### config.mk
export PLATFORM = sky130hd
export DESIGN_NAME = bubble_timing_sequencer
export DESIGN_NICKNAME = d
export VERILOG_FILES = /design/src/rtl/bubble_timing_pkg.sv /design/src/rtl/bubble_timing_sync.sv /design/src/rtl/bubble_timing_sequencer.sv
export SDC_FILE = /design/constraint.sdc
export NUM_CORES = 1
export LEC_CHECK = 0
export BUFFER_PORTS_ARGS = -buffer_cell sky130_fd_sc_hd__buf_2
export CORE_MARGIN = 2
export CORE_UTILIZATION = 54
export CTS_BUF_LIST = sky130_fd_sc_hd__clkbuf_8
export DETAILED_ROUTE_END_ITERATION = 6
export PLACE_DENSITY = 0.88
export SLEW_MARGIN = 5
export SYNTH_ARGS = -nofsm -noshare
export SYNTH_HDL_FRONTEND = slang
export SYNTH_SLANG_ARGS = --single-unit
### constraint.sdc
create_clock -name master_clock -period 5.5 [get_ports master_clock]
set_input_delay 0.55 -clock master_clock [delete_from_list [all_inputs] [get_ports master_clock]]
set_output_delay 0.55 -clock master_clock [all_outputs]
set_load 0.05 [all_outputs]
### src/rtl/bubble_timing_pkg.sv
// ---------------------------------------------------------------------------
// bubble_timing_pkg
//   Shared types and constants for the bubble memory timing sequencer.
//   - state_e      : sequencer state encoding
//   - COIL_*       : coil_drive_n encodings, HI[+Y -Y -X +X]LO, active-low
//   - COIL_ORDER   : coil energised in each quadrant of a field rotation
//   - coil_pattern : maps a rotation phase to the coil_drive_n pattern
// ---------------------------------------------------------------------------
package bubble_timing_pkg;

    typedef enum logic [2:0] {
        ST_IDLE   = 3'd0,
        ST_LEAD   = 3'd1,
        ST_RUN    = 3'd2,
        ST_FINISH = 3'd3,
        ST_HOLD   = 3'd4
    } state_e;

    // One-cold masks: a 0 bit energises that coil.
    localparam logic [3:0] COIL_OFF = 4'b1111;
    localparam logic [3:0] COIL_PY  = 4'b0111;
    localparam logic [3:0] COIL_MY  = 4'b1011;
    localparam logic [3:0] COIL_MX  = 4'b1101;
    localparam logic [3:0] COIL_PX  = 4'b1110;

    // Quadrant 0..3 energises -X, -Y, +X, +Y in turn.
    localparam logic [3:0] COIL_ORDER [4] = '{COIL_MX, COIL_MY, COIL_PX, COIL_PY};

    // During the first `overlap` phases of a quadrant the previous coil is
    // still held on, so both masks are ANDed (both bits low).
    function automatic logic [3:0] coil_pattern(input int unsigned phase,
                                                input int unsigned q,
                                                input int unsigned overlap);
        int unsigned quad;
        int unsigned offs;
        logic [1:0]  cur_idx;
        logic [1:0]  prev_idx;
        logic [3:0]  result;
        quad     = phase / q;
        offs     = phase - (quad * q);
        cur_idx  = quad[1:0];
        prev_idx = cur_idx - 2'd1;
        result   = COIL_ORDER[cur_idx];
        if (offs < overlap) begin
            result = result & COIL_ORDER[prev_idx];
        end
        return result;
    endfunction

endpackage

### src/rtl/bubble_timing_sync.sv
// ---------------------------------------------------------------------------
// bubble_timing_sync
//   Multi-stage flop synchroniser for the asynchronous host request lines.
//   Ports:
//     clk_i   in  1      clock
//     rst_ni  in  1      synchronous active-low reset (chain resets to '1,
//                        the inactive level of the active-low requests)
//     async_i in  WIDTH  asynchronous inputs
//     sync_o  out WIDTH  synchronised outputs, STAGES cycles of latency
// ---------------------------------------------------------------------------
module bubble_timing_sync
    import bubble_timing_pkg::*;
#(
    parameter int WIDTH  = 3,
    parameter int STAGES = 3
) (
    input  logic             clk_i,
    input  logic             rst_ni,
    input  logic [WIDTH-1:0] async_i,
    output logic [WIDTH-1:0] sync_o
);

    logic [WIDTH-1:0] chain_q [STAGES];

    always_ff @(posedge clk_i) begin
        if (!rst_ni) begin
            for (int i = 0; i < STAGES; i++) begin
                chain_q[i] <= '1;
            end
        end else begin
            chain_q[0] <= async_i;
            for (int i = 1; i < STAGES; i++) begin
                chain_q[i] <= chain_q[i-1];
            end
        end
    end

    assign sync_o = chain_q[STAGES-1];

endmodule

### src/rtl/bubble_timing_sequencer.sv
// ---------------------------------------------------------------------------
// bubble_timing_sequencer
//   Bubble memory timing generator. Divides master_clock into a sequencer
//   step tick, sequences the four-phase rotating-field coils, generates
//   replicate pulses and detector clamp/strobe windows, and tracks the
//   absolute bubble loop position.
//
//   Ports:
//     master_clock          in  1          sole clock
//     reset_n               in  1          synchronous active-low reset
//     shift_enable_n        in  1          async, low requests shifting
//     replicator_enable_n   in  CHANNELS   async, low enables a channel
//     position_preset       in  1          load bubble_position (IDLE only)
//     position_preset_value in  POS_WIDTH  preset value
//     clock_out             out 1          free-running divided clock
//     coil_drive_n          out 4          HI[+Y -Y -X +X]LO, active-low
//     coil_run              out 1          high while coils may be driven
//     phase                 out clog2(ROT) current rotation phase
//     position_change       out 1          one-step pulse per rotation
//     bubble_position       out POS_WIDTH  loop position
//     replicate_out_n       out CHANNELS   active-low replicate pulses
//     data_out_notice       out 1          clamp released window
//     data_out_strobe       out 1          data sample window
//
//   Every sequencer output is computed from the next state and registered
//   on the edge where the step tick is high, so all of them move together.
// ---------------------------------------------------------------------------
module bubble_timing_sequencer
    import bubble_timing_pkg::*;
#(
    parameter int TICK_DIV     = 4,
    parameter int CLKOUT_HALF  = 6,
    parameter int ROT_STEPS    = 120,
    parameter int OVERLAP      = 3,
    parameter int LEAD_STEPS   = 18,
    parameter int HOLD_STEPS   = 16,
    parameter int CHANNELS     = 2,
    parameter int REP_START    = 1,
    parameter int REP_LEN      = 3,
    parameter int CLAMP_START  = 36,
    parameter int STROBE_START = 58,
    parameter int DET_END      = 73,
    parameter int POS_WIDTH    = 12,
    parameter int LOOP_LENGTH  = 2053,
    parameter int SYNC_STAGES  = 3
) (
    input  logic                         master_clock,
    input  logic                         reset_n,
    input  logic                         shift_enable_n,
    input  logic [CHANNELS-1:0]          replicator_enable_n,
    input  logic                         position_preset,
    input  logic [POS_WIDTH-1:0]         position_preset_value,
    output logic                         clock_out,
    output logic [3:0]                   coil_drive_n,
    output logic                         coil_run,
    output logic [$clog2(ROT_STEPS)-1:0] phase,
    output logic                         position_change,
    output logic [POS_WIDTH-1:0]         bubble_position,
    output logic [CHANNELS-1:0]          replicate_out_n,
    output logic                         data_out_notice,
    output logic                         data_out_strobe
);

    localparam int unsigned Q      = ROT_STEPS / 4;
    localparam int          PH_W   = $clog2(ROT_STEPS);
    localparam int          TD_W   = $clog2(TICK_DIV + 1);
    localparam int          CO_W   = $clog2(CLKOUT_HALF + 1);
    localparam int          CNT_MAX = (LEAD_STEPS > HOLD_STEPS) ? LEAD_STEPS : HOLD_STEPS;
    localparam int          CNT_W  = $clog2(CNT_MAX + 1);

    // ---------------------------------------------------------------
    // Input synchronisation: bit 0 is the shift request, the upper
    // bits are the per-channel replicator enables.
    // ---------------------------------------------------------------
    logic [CHANNELS:0] sync_out;
    logic              shift_req;
    logic [CHANNELS-1:0] rep_en_sync;

    bubble_timing_sync #(
        .WIDTH  (CHANNELS + 1),
        .STAGES (SYNC_STAGES)
    ) u_sync (
        .clk_i   (master_clock),
        .rst_ni  (reset_n),
        .async_i ({replicator_enable_n, shift_enable_n}),
        .sync_o  (sync_out)
    );

    assign shift_req   = ~sync_out[0];
    assign rep_en_sync = ~sync_out[CHANNELS:1];

    // ---------------------------------------------------------------
    // Step tick and free-running clock_out dividers.
    // ---------------------------------------------------------------
    logic [TD_W-1:0] tick_cnt_q;
    logic            tick;
    logic [CO_W-1:0] clk_cnt_q;
    logic            clock_out_q;

    assign tick = (tick_cnt_q == TD_W'(TICK_DIV - 1));

    always_ff @(posedge master_clock) begin
        if (!reset_n) begin
            tick_cnt_q <= '0;
        end else if (tick) begin
            tick_cnt_q <= '0;
        end else begin
            tick_cnt_q <= tick_cnt_q + TD_W'(1);
        end
    end

    always_ff @(posedge master_clock) begin
        if (!reset_n) begin
            clk_cnt_q   <= '0;
            clock_out_q <= 1'b1;
        end else if (clk_cnt_q == CO_W'(CLKOUT_HALF - 1)) begin
            clk_cnt_q   <= '0;
            clock_out_q <= ~clock_out_q;
        end else begin
            clk_cnt_q   <= clk_cnt_q + CO_W'(1);
        end
    end

    // ---------------------------------------------------------------
    // Sequencer state.
    //   first_q : set for the rotation entered from LEAD, where the
    //             previous (+Y) coil was never on, so phases 0..OVERLAP-1
    //             drive -X alone.
    //   rep_en_q: replicator enables latched at each entry to phase 0.
    // ---------------------------------------------------------------
    state_e               state_q,  state_d;
    logic [PH_W-1:0]      phase_q,  phase_d;
    logic [CNT_W-1:0]     cnt_q,    cnt_d;
    logic                 first_q,  first_d;
    logic [POS_WIDTH-1:0] pos_q,    pos_d;
    logic [CHANNELS-1:0]  rep_en_q, rep_en_d;
    logic                 wrap_d;

    always_comb begin
        state_d  = state_q;
        phase_d  = phase_q;
        cnt_d    = cnt_q;
        first_d  = first_q;
        pos_d    = pos_q;
        rep_en_d = rep_en_q;
        wrap_d   = 1'b0;
        case (state_q)
            ST_IDLE: begin
                phase_d = '0;
                // The only place a preset can land, so it never races an
                // increment.
                if (position_preset) begin
                    pos_d = position_preset_value;
                end
                if (shift_req) begin
                    state_d = ST_LEAD;
                    cnt_d   = '0;
                end
            end
            ST_LEAD: begin
                if (!shift_req) begin
                    state_d = ST_IDLE;
                end else if (cnt_q == CNT_W'(LEAD_STEPS - 1)) begin
                    state_d  = ST_RUN;
                    phase_d  = '0;
                    first_d  = 1'b1;
                    rep_en_d = rep_en_sync;
                end else begin
                    cnt_d = cnt_q + CNT_W'(1);
                end
            end
            ST_RUN, ST_FINISH: begin
                if (phase_q == PH_W'(ROT_STEPS - 1)) begin
                    // Rotation complete: count it whether we continue or
                    // stop. A live request here (including a re-request
                    // during FINISH) continues without a gap.
                    wrap_d  = 1'b1;
                    first_d = 1'b0;
                    phase_d = '0;
                    pos_d   = (pos_q == POS_WIDTH'(LOOP_LENGTH - 1)) ? '0
                                                                     : pos_q + POS_WIDTH'(1);
                    if (shift_req) begin
                        state_d  = ST_RUN;
                        rep_en_d = rep_en_sync;
                    end else begin
                        state_d = ST_HOLD;
                        cnt_d   = '0;
                    end
                end else begin
                    phase_d = phase_q + PH_W'(1);
                    state_d = shift_req ? ST_RUN : ST_FINISH;
                end
            end
            ST_HOLD: begin
                phase_d = '0;
                if (cnt_q == CNT_W'(HOLD_STEPS - 1)) begin
                    state_d = ST_IDLE;
                end else begin
                    cnt_d = cnt_q + CNT_W'(1);
                end
            end
            default: begin
                state_d = ST_IDLE;
                phase_d = '0;
            end
        endcase
    end

    // ---------------------------------------------------------------
    // Output decode from the next state.
    // ---------------------------------------------------------------
    logic [3:0]          coil_d;
    logic                run_d;
    logic                rotating_d;
    logic                notice_d;
    logic                strobe_d;
    logic                rep_win_d;
    logic [CHANNELS-1:0] rep_n_d;

    always_comb begin
        coil_d     = COIL_OFF;
        run_d      = 1'b0;
        rotating_d = (state_d == ST_RUN) || (state_d == ST_FINISH);
        case (state_d)
            ST_RUN, ST_FINISH: begin
                run_d = 1'b1;
                if (first_d && (phase_d < PH_W'(OVERLAP))) begin
                    coil_d = COIL_MX;
                end else begin
                    coil_d = coil_pattern(32'(phase_d), Q, 32'(OVERLAP));
                end
            end
            ST_HOLD: begin
                run_d  = 1'b1;
                coil_d = COIL_MX;
            end
            default: begin
                coil_d = COIL_OFF;
                run_d  = 1'b0;
            end
        endcase

        notice_d = rotating_d && (phase_d >= PH_W'(CLAMP_START))
                              && (phase_d <= PH_W'(DET_END));
        strobe_d = rotating_d && (phase_d >= PH_W'(STROBE_START))
                              && (phase_d <= PH_W'(DET_END));

        rep_win_d = (state_d == ST_RUN) && (phase_d >= PH_W'(REP_START))
                                        && (phase_d <= PH_W'(REP_START + REP_LEN - 1));
        rep_n_d = '1;
        for (int ch = 0; ch < CHANNELS; ch++) begin
            rep_n_d[ch] = ~(rep_win_d && rep_en_d[ch]);
        end
    end

    // ---------------------------------------------------------------
    // Registers, advanced only on the step tick.
    // ---------------------------------------------------------------
    logic [3:0]          coil_q;
    logic                run_q;
    logic                pc_q;
    logic [CHANNELS-1:0] rep_n_q;
    logic                notice_q;
    logic                strobe_q;

    always_ff @(posedge master_clock) begin
        if (!reset_n) begin
            state_q  <= ST_IDLE;
            phase_q  <= '0;
            cnt_q    <= '0;
            first_q  <= 1'b0;
            pos_q    <= '0;
            rep_en_q <= '0;
            coil_q   <= COIL_OFF;
            run_q    <= 1'b0;
            pc_q     <= 1'b0;
            rep_n_q  <= '1;
            notice_q <= 1'b0;
            strobe_q <= 1'b0;
        end else if (tick) begin
            state_q  <= state_d;
            phase_q  <= phase_d;
            cnt_q    <= cnt_d;
            first_q  <= first_d;
            pos_q    <= pos_d;
            rep_en_q <= rep_en_d;
            coil_q   <= coil_d;
            run_q    <= run_d;
            pc_q     <= wrap_d;
            rep_n_q  <= rep_n_d;
            notice_q <= notice_d;
            strobe_q <= strobe_d;
        end
    end

    assign clock_out       = clock_out_q;
    assign coil_drive_n    = coil_q;
    assign coil_run        = run_q;
    assign phase           = phase_q;
    assign position_change = pc_q;
    assign bubble_position = pos_q;
    assign replicate_out_n = rep_n_q;
    assign data_out_notice = notice_q;
    assign data_out_strobe = strobe_q;

endmodule

======== Word-level counts from Yosys, hierarchy flattened ========
Memories as Yosys holds them, arrays and structs flattened.
Index checks and enable logic that the tools add are counted.
word-level totals
  flip-flop bits (word level) ............. 47
  RAM bits ................................ 9
  bits of input ports ..................... 18
  output and inout port bits .............. 30
  logic and storage cells ................. 134
  memories kept ........................... 1
memory list
  memory          depth  bits a word  rd ports  clocked after memory_dff  write ports  line                      source
  u_sync.chain_q  3      3            3         0                         3            bubble_timing_sync.sv:23  logic [WIDTH-1:0] chain_q [STAGES];
operators by class
  add/subtract/negate cells ............... 7
  multipliers ............................. 1
  div/mod/pow operators ................... 1
  order comparisons ....................... 9
  eq/ne operators ......................... 20
  mux-type cells .......................... 49
  bitwise logic cells ..................... 11
  reductions and logical operators ........ 20
operators with widths
  kind                                                                            number
  12-bit two-way mux                                                              3
  7-bit by 5-bit divider with 32-bit output (second input constant)               1
  32-bit by 2-bit less-than comparator with 1-bit output (second input constant)  1
  32-bit by 4-bit multiplier with 31-bit output (second input constant)           1
  7-bit by 32-bit subtractor with 32-bit output                                   1
  5-bit two-way mux                                                               6
  3-bit two-way mux                                                               9
  4-bit two-way mux                                                               6
  12-bit one-hot mux with 2 select lines                                          1
  7-bit two-way mux                                                               3
  5-bit one-hot mux with 4 select lines                                           1
  4-bit binary-select mux with 2-bit select                                       2
  3-bit by 2-bit equality test with 1-bit output (second input constant)          5
  7-bit by 6-bit >= comparator with 1-bit output (second input constant)          2
  2-bit inequality test (second input constant)                                   7
  7-bit one-hot mux with 2 select lines                                           1
  12-bit by 1-bit adder with 12-bit output (second input constant)                1
  12-bit equality test (second input constant)                                    1
  3-bit one-hot mux with 4 select lines                                           1
  3-bit equality test (second input constant)                                     3
  1-bit logical AND                                                               9
  1-bit two-way mux                                                               9
  2-bit two-way mux                                                               4
  4-bit one-hot mux with 2 select lines                                           1
  28 further kinds                                                                39

======== Logic depth before layout (Yosys ltp) ========
  word-level depth ........................ 14
  depth in mapped cells ................... 29
  mapped depth without buffers ............ 28

======== Modules after synthesis ========
Synthesis repeated with hierarchy kept, for this count alone.
second synthesis, totals
  cells, all modules ...................... 433
  area total of the unflattened synthesis .. 3638.5 um^2
modules (own cells, without submodules)
  module                   instances  cells each  area an instance (um^2)  sequential area each (um^2)
  bubble_timing_sequencer  1          412         3379.5                   940.9
  bubble_timing_sync       1          21          259.0                    180.2

======== Worst setup path after synthesis ========
Ideal clock, no wire load.
  path kind ............................... flip-flop to flip-flop
  start point ............................. register phase_q[0], in the netlist phase[0]
  end point ............................... register coil_q[1], in the netlist coil_drive_n[1]
  library setup time ...................... 0.096 ns
  data arrival time ....................... 6.331 ns
  required time ........................... 5.404 ns
  path slack .............................. -0.927 ns
  cell stages (with the launch flop) ...... 28
  buffers on the path ..................... 0
  period minus slack after synthesis ...... 6.427 ns
  path through ............................ dfxtp_1 -> ha_1 -> nand2_1 -> o2111a_1 -> a211o_1 -> o211ai_4 -> inv_1 -> ha_1 -> nor2b_1 -> o2111ai_1 -> o2bb2ai_2 -> inv_2 -> fa_1 -> ha_1 -> inv_1 -> fa_1 -> ha_1 -> and2_1 -> o21ai_0 -> nand3b_1 -> a21oi_1 -> nor2_1 -> ha_1 -> nand4b_1 -> nor4_1 -> o2111a_1 -> mux2_4 -> o41ai_2
on the way
  longest elaborated chain between the ends .. 13
  elaborated cells between the ends (all ways) .. 33
  those cells by class .................... 3 x add/sub; 1 x mul; 1 x div; 2 x order compare; 4 x eq/ne; 17 x mux; 3 x bitwise; 2 x reduce/logical
RTL lines
  element                                                                            line                                                            source
  from (decl)                                                                        bubble_timing_sequencer.sv:132                                  logic [PH_W-1:0] phase_q, phase_d;
  from (signal assigned)                                                             bubble_timing_sequencer.sv:282                                  phase_q <= phase_d;
  7-bit by 1-bit adder with 7-bit output or 7-bit equality test (tied branches)      bubble_timing_sequencer.sv:190, bubble_timing_sequencer.sv:173
  7-bit two-way mux (*)                                                              bubble_timing_sequencer.sv:173                                  if (phase_q == PH_W'(ROT_STEPS - 1)) begin
  7-bit one-hot mux with 2 select lines (*)                                          bubble_timing_sequencer.sv:147                                  case (state_q)
  named net phase_d[4]                                                               bubble_timing_sequencer.sv:132
  branches (longest 8 deep; another with 7-bit by 5-bit divider with 32-bit output)  --
  4-bit two-way mux (*)                                                              bubble_timing_sequencer.sv:227                                  if (first_d && (phase_d < PH_W'(OVERLAP))) begin
  4-bit one-hot mux with 2 select lines (*)                                          bubble_timing_sequencer.sv:224                                  case (state_d)
  to (signal assigned)                                                               bubble_timing_sequencer.sv:287                                  coil_q <= coil_d;
  to (decl)                                                                          bubble_timing_sequencer.sv:259                                  logic [3:0] coil_q;
Mark *: on every way through the listed nets, which the timed path passes. The select of a mux whose other input is x is not followed.
A chain may end at the register's enable or synchronous reset.

======== Worst setup path in the final report ========
  start point ............................. register cnt_q[1]
  end point ............................... register coil_q[1], in the netlist coil_drive_n[1]
on the way
  longest elaborated chain between the ends .. 14
  elaborated cells between the ends (all ways) .. 35
  those cells by class .................... 2 x add/sub; 1 x mul; 1 x div; 2 x order compare; 5 x eq/ne; 19 x mux; 3 x bitwise; 2 x reduce/logical
RTL lines
  element                                                                            line                            source
  from (decl)                                                                        bubble_timing_sequencer.sv:133  logic [CNT_W-1:0] cnt_q, cnt_d;
  from (signal assigned)                                                             bubble_timing_sequencer.sv:283  cnt_q <= cnt_d;
  5-bit equality test (*)                                                            bubble_timing_sequencer.sv:163  end else if (cnt_q == CNT_W'(LEAD_STEPS - 1)) begin
  7-bit two-way mux (*)                                                              bubble_timing_sequencer.sv:163
  7-bit two-way mux (*)                                                              bubble_timing_sequencer.sv:161  if (!shift_req) begin
  7-bit one-hot mux with 2 select lines (*)                                          bubble_timing_sequencer.sv:147
  named net phase_d[2]                                                               bubble_timing_sequencer.sv:132
  branches (longest 8 deep; another with 7-bit by 5-bit divider with 32-bit output)  --
  4-bit two-way mux (*)                                                              bubble_timing_sequencer.sv:227
  4-bit one-hot mux with 2 select lines (*)                                          bubble_timing_sequencer.sv:224
Marks and branches as above.

==> impl_metrics.env <==
export IMPL_worst_slew_pin_slew_ns=1.12
export IMPL_via_per_inst=6.70
export IMPL_clock_fmax_ghz=0.162
export IMPL_antenna_left=0
export IMPL_synth_top_area_frac=0.311
export IMPL_fp_dieW_um=85.7
export IMPL_grtUsageTotal=0.358
export IMPL_wire_per_inst_um=20.5
export IMPL_synth_edff_count=0
export IMPL_final_nets=611
export IMPL_h_tree_depth=2
export IMPL_grt_first_pass_wirelength_um=20700
export IMPL_drtIter0Drc=617
export IMPL_rsz0062_at_grt="yes"
export IMPL_regToRegSetupSlack_ns=-0.69
export IMPL_synth_area_sq_mm=0.00360
export IMPL_min_period_ns=6.19
export IMPL_netlist_instances=430
export IMPL_yosysMostFrequentCell="dfxtp_1"
export IMPL_antenna_found_initial=0
export IMPL_synth_ff_type="dfxtp_1"
export IMPL_finalHoldViolations=0
export IMPL_clk_path_buf_depth=2
export IMPL_fin_util=0.766
export IMPL_avgSynthCellArea_sq_um=8.38
export IMPL_ioPinCount=48
export IMPL_synth_warnings=0
export IMPL_finalCritPeriodShare=1.13
export IMPL_overflow=0
export IMPL_cp_start_kind="flip-flop"
export IMPL_synth_seq_cells=56
export IMPL_clk_latency_ns=0.32
export IMPL_clk_pin_slew_ns=0.12
export IMPL_fin_skew_ns=0.0129
export IMPL_synth_fp_nets=482
export IMPL_grt_pass1_vias=4111
export IMPL_failed_checks="negative setup slack"
export IMPL_async_flop_share=0
export IMPL_synth_area_leader_cell="dfxtp_1"
export IMPL_end_kind="flip-flop"
export IMPL_n_antenna_cell=0
export IMPL_maxCapViolCount=0
export IMPL_cts_buffers=5
export IMPL_grt_max_degree=27
export IMPL_synth_commonest_cells="56 x dfxtp_1, 55 x nor2_1, 30 x ha_1, 29 x a21oi_1, 26 x o21ai_0"
export IMPL_maxSlewHeadroom=0.255
export IMPL_die_y_um=85.7
export IMPL_required_ns=5.72
export IMPL_area_delta_synth_final_pct=35.8
export IMPL_hold_class="primary input to flip-flop"
export IMPL_setup_violations=4
export IMPL_crit_fanout=5
export IMPL_p_leak_nw=2.13
export IMPL_drc=0
export IMPL_clock_sinks=56
export IMPL_vdd_drop_max_mv=0.159
export IMPL_coreArea_sq_mm=0.00639
export IMPL_fin_ws_ns=-0.688
export IMPL_tritoncts="done"
export IMPL_hpwlAfterDp_um=6940
export IMPL_synth_cell_types=68
export IMPL_yosys_top_cells_area="dfxtp_1 31%, ha_1 10%, nor2_1 5.7%"
export IMPL_dieArea_sq_mm=0.00734
export IMPL_status="complete, but fails checks"
export IMPL_crit_type="flip-flop to flip-flop"
export IMPL_wirelength_um=13100
export IMPL_gp_congestion=0.959
export IMPL_vias=4270
export IMPL_layout_drive_gt1_share=0.352
export IMPL_power_density_mw_per_mm2=182
export IMPL_firstDrtPassIters=5
export IMPL_synth_seq_area_share=0.311
export IMPL_row_count=29
export IMPL_post_place_ws_ns=-0.393
export IMPL_clock_root_buffer="clkbuf_8"
export IMPL_hold_ws_ns=0.404
export IMPL_start_util=0.564
export IMPL_arrival_ns=6.41
export IMPL_port_buffers=47
export IMPL_maxSlewViolCount=0
==> routing by layer <==
layer / part of all wire / track usage
met1: 0.37 / 0.408
met2: 0.46 / 0.601
met3: 0.082 / 0.0770
met4: 0.089 / 0.241
met5: 0 / 0
==> worst paths after layout <==
check / start / end / depth (start not counted)
worst max-delay path: cnt_q[1]$_SDFFE_PN0P_ / coil_drive_n[1]$_SDFFE_PN1P_ / 26
worst min register to register: u_sync.chain_q[0][2]$_SDFF_PN1_ / u_sync.chain_q[0][5]$_SDFF_PN1_ / 1
worst min-delay path: shift_enable_n / u_sync.chain_q[0][0]$_SDFF_PN1_ / 2
worst max register to register: cnt_q[1]$_SDFFE_PN0P_ / coil_drive_n[1]$_SDFFE_PN1P_ / 26
==> worst max-delay path, cell delays in order (launching register included) <==
cell and delay (ns):
dfxtp_2 0.34, inv_2 0.06, ha_4 0.13, nand4bb_4 0.13
buf_4 0.18, buf_4 0.15, o21ai_0 0.29, nand2_1 0.23
o21ai_0 0.25, a21boi_2 0.33, o21a_1 0.25, fa_1 0.48
ha_4 0.30, inv_2 0.04, fa_2 0.34, xor2_1 0.16
ha_2 0.41, o2111ai_4 0.17, nand3b_1 0.16, a21oi_2 0.06
nor2_1 0.13, ha_1 0.25, nand4b_1 0.20, nor4_2 0.28
o2111a_1 0.27, mux2_4 0.31, o41ai_2 0.19
==> layout make-up <==
| class | instances | area (sq um) |
|---|---|---|
| Sequential cell | 56 | 1140 |
| Clock inverter | 3 | 28.8 |
| Fill cell | 384 | 1500 |
| Timing Repair Buffer | 140 | 937 |
| Tap cell | 77 | 96.3 |
| Clock buffer | 5 | 68.8 |
| Inverter | 26 | 98.8 |
| Multi-Input combinational cell | 330 | 2520 |
==> repair_timing <==
item,4_1_cts,5_1_grt
setup buffers,39,5
resized for setup,15,16
hold buffers,0,0
pin swaps,3,15
endpoints found under the setup margin,4,5
gates cloned,0,0
==> sequential cells by signal, indices dropped and copies added (netlist names) <==
name,cells
cnt_q,5
u_sync.chain_q,9
clock_out,1
data_out_notice,1
state_q,3
bubble_position,12
first_q,1
data_out_strobe,1
rep_en_q,2
tick_cnt_q,3
coil_run,1
position_change,1
clk_cnt_q,3
phase,7
coil_drive_n,4
replicate_out_n,2
==> power breakdown <==
group	switching, mW	internal [mW]
registers	0.00881	0.416
logic	0.118	0.0964
clock network	0.154	0.0967
total	0.281	0.609
==> cells in the final DEF (no fill, tap or decap), types with 3 or more instances in the layout <==
master,n
buf_4,92
nor2_1,55
dfxtp_1,47
buf_2,47
a21oi_1,27
o21ai_0,24
ha_1,24
nand2_1,22
inv_1,21
nand2b_1,15
nand3_1,12
mux2i_1,9
xor2_1,8
a22oi_1,7
a211oi_1,6
dfxtp_2,6
and3_1,5
nor3_1,5
ha_4,5
clkbuf_8,5
and2_1,4
a31oi_1,4
inv_2,4
nand3b_1,4
a22o_1,4
or3_1,4
nor3b_1,3
nor2b_1,3
a21o_1,3
o2111ai_1,3
o22a_1,3
fa_1,3
dfxtp_4,3
==> kinds of logic after synthesis <==
| group | synth area share |
|---|---|
| xor gates and xnor gates | 0.0219 |
| AOI/OAI and AO/OA | 0.243 |
| adders and majority gates | 0.126 |
| muxes | 0.0292 |
| buffers and inverters | 0.0469 |
| DFF | 0.311 |
| and+or+nand+nor | 0.221 |
==> through the flow <==
step | area (sq um) | setup TNS [ns] | power (mW) | std cells
final | 4890 | -2.41 | 0.891 | 637
after global routing | 4890 | -2.71 | 0.920 | 637
after CTS | 4830 | -1.01 | 0.866 | 640
after detailed placement | 4370 | -1.13 | 0.604 | 593
after global placement | 4370 | -0.236 | 0.596 | 593
after floorplan | 3690 | -0.586 | 0.553 | 430
(Power assumes the default switching activity.)
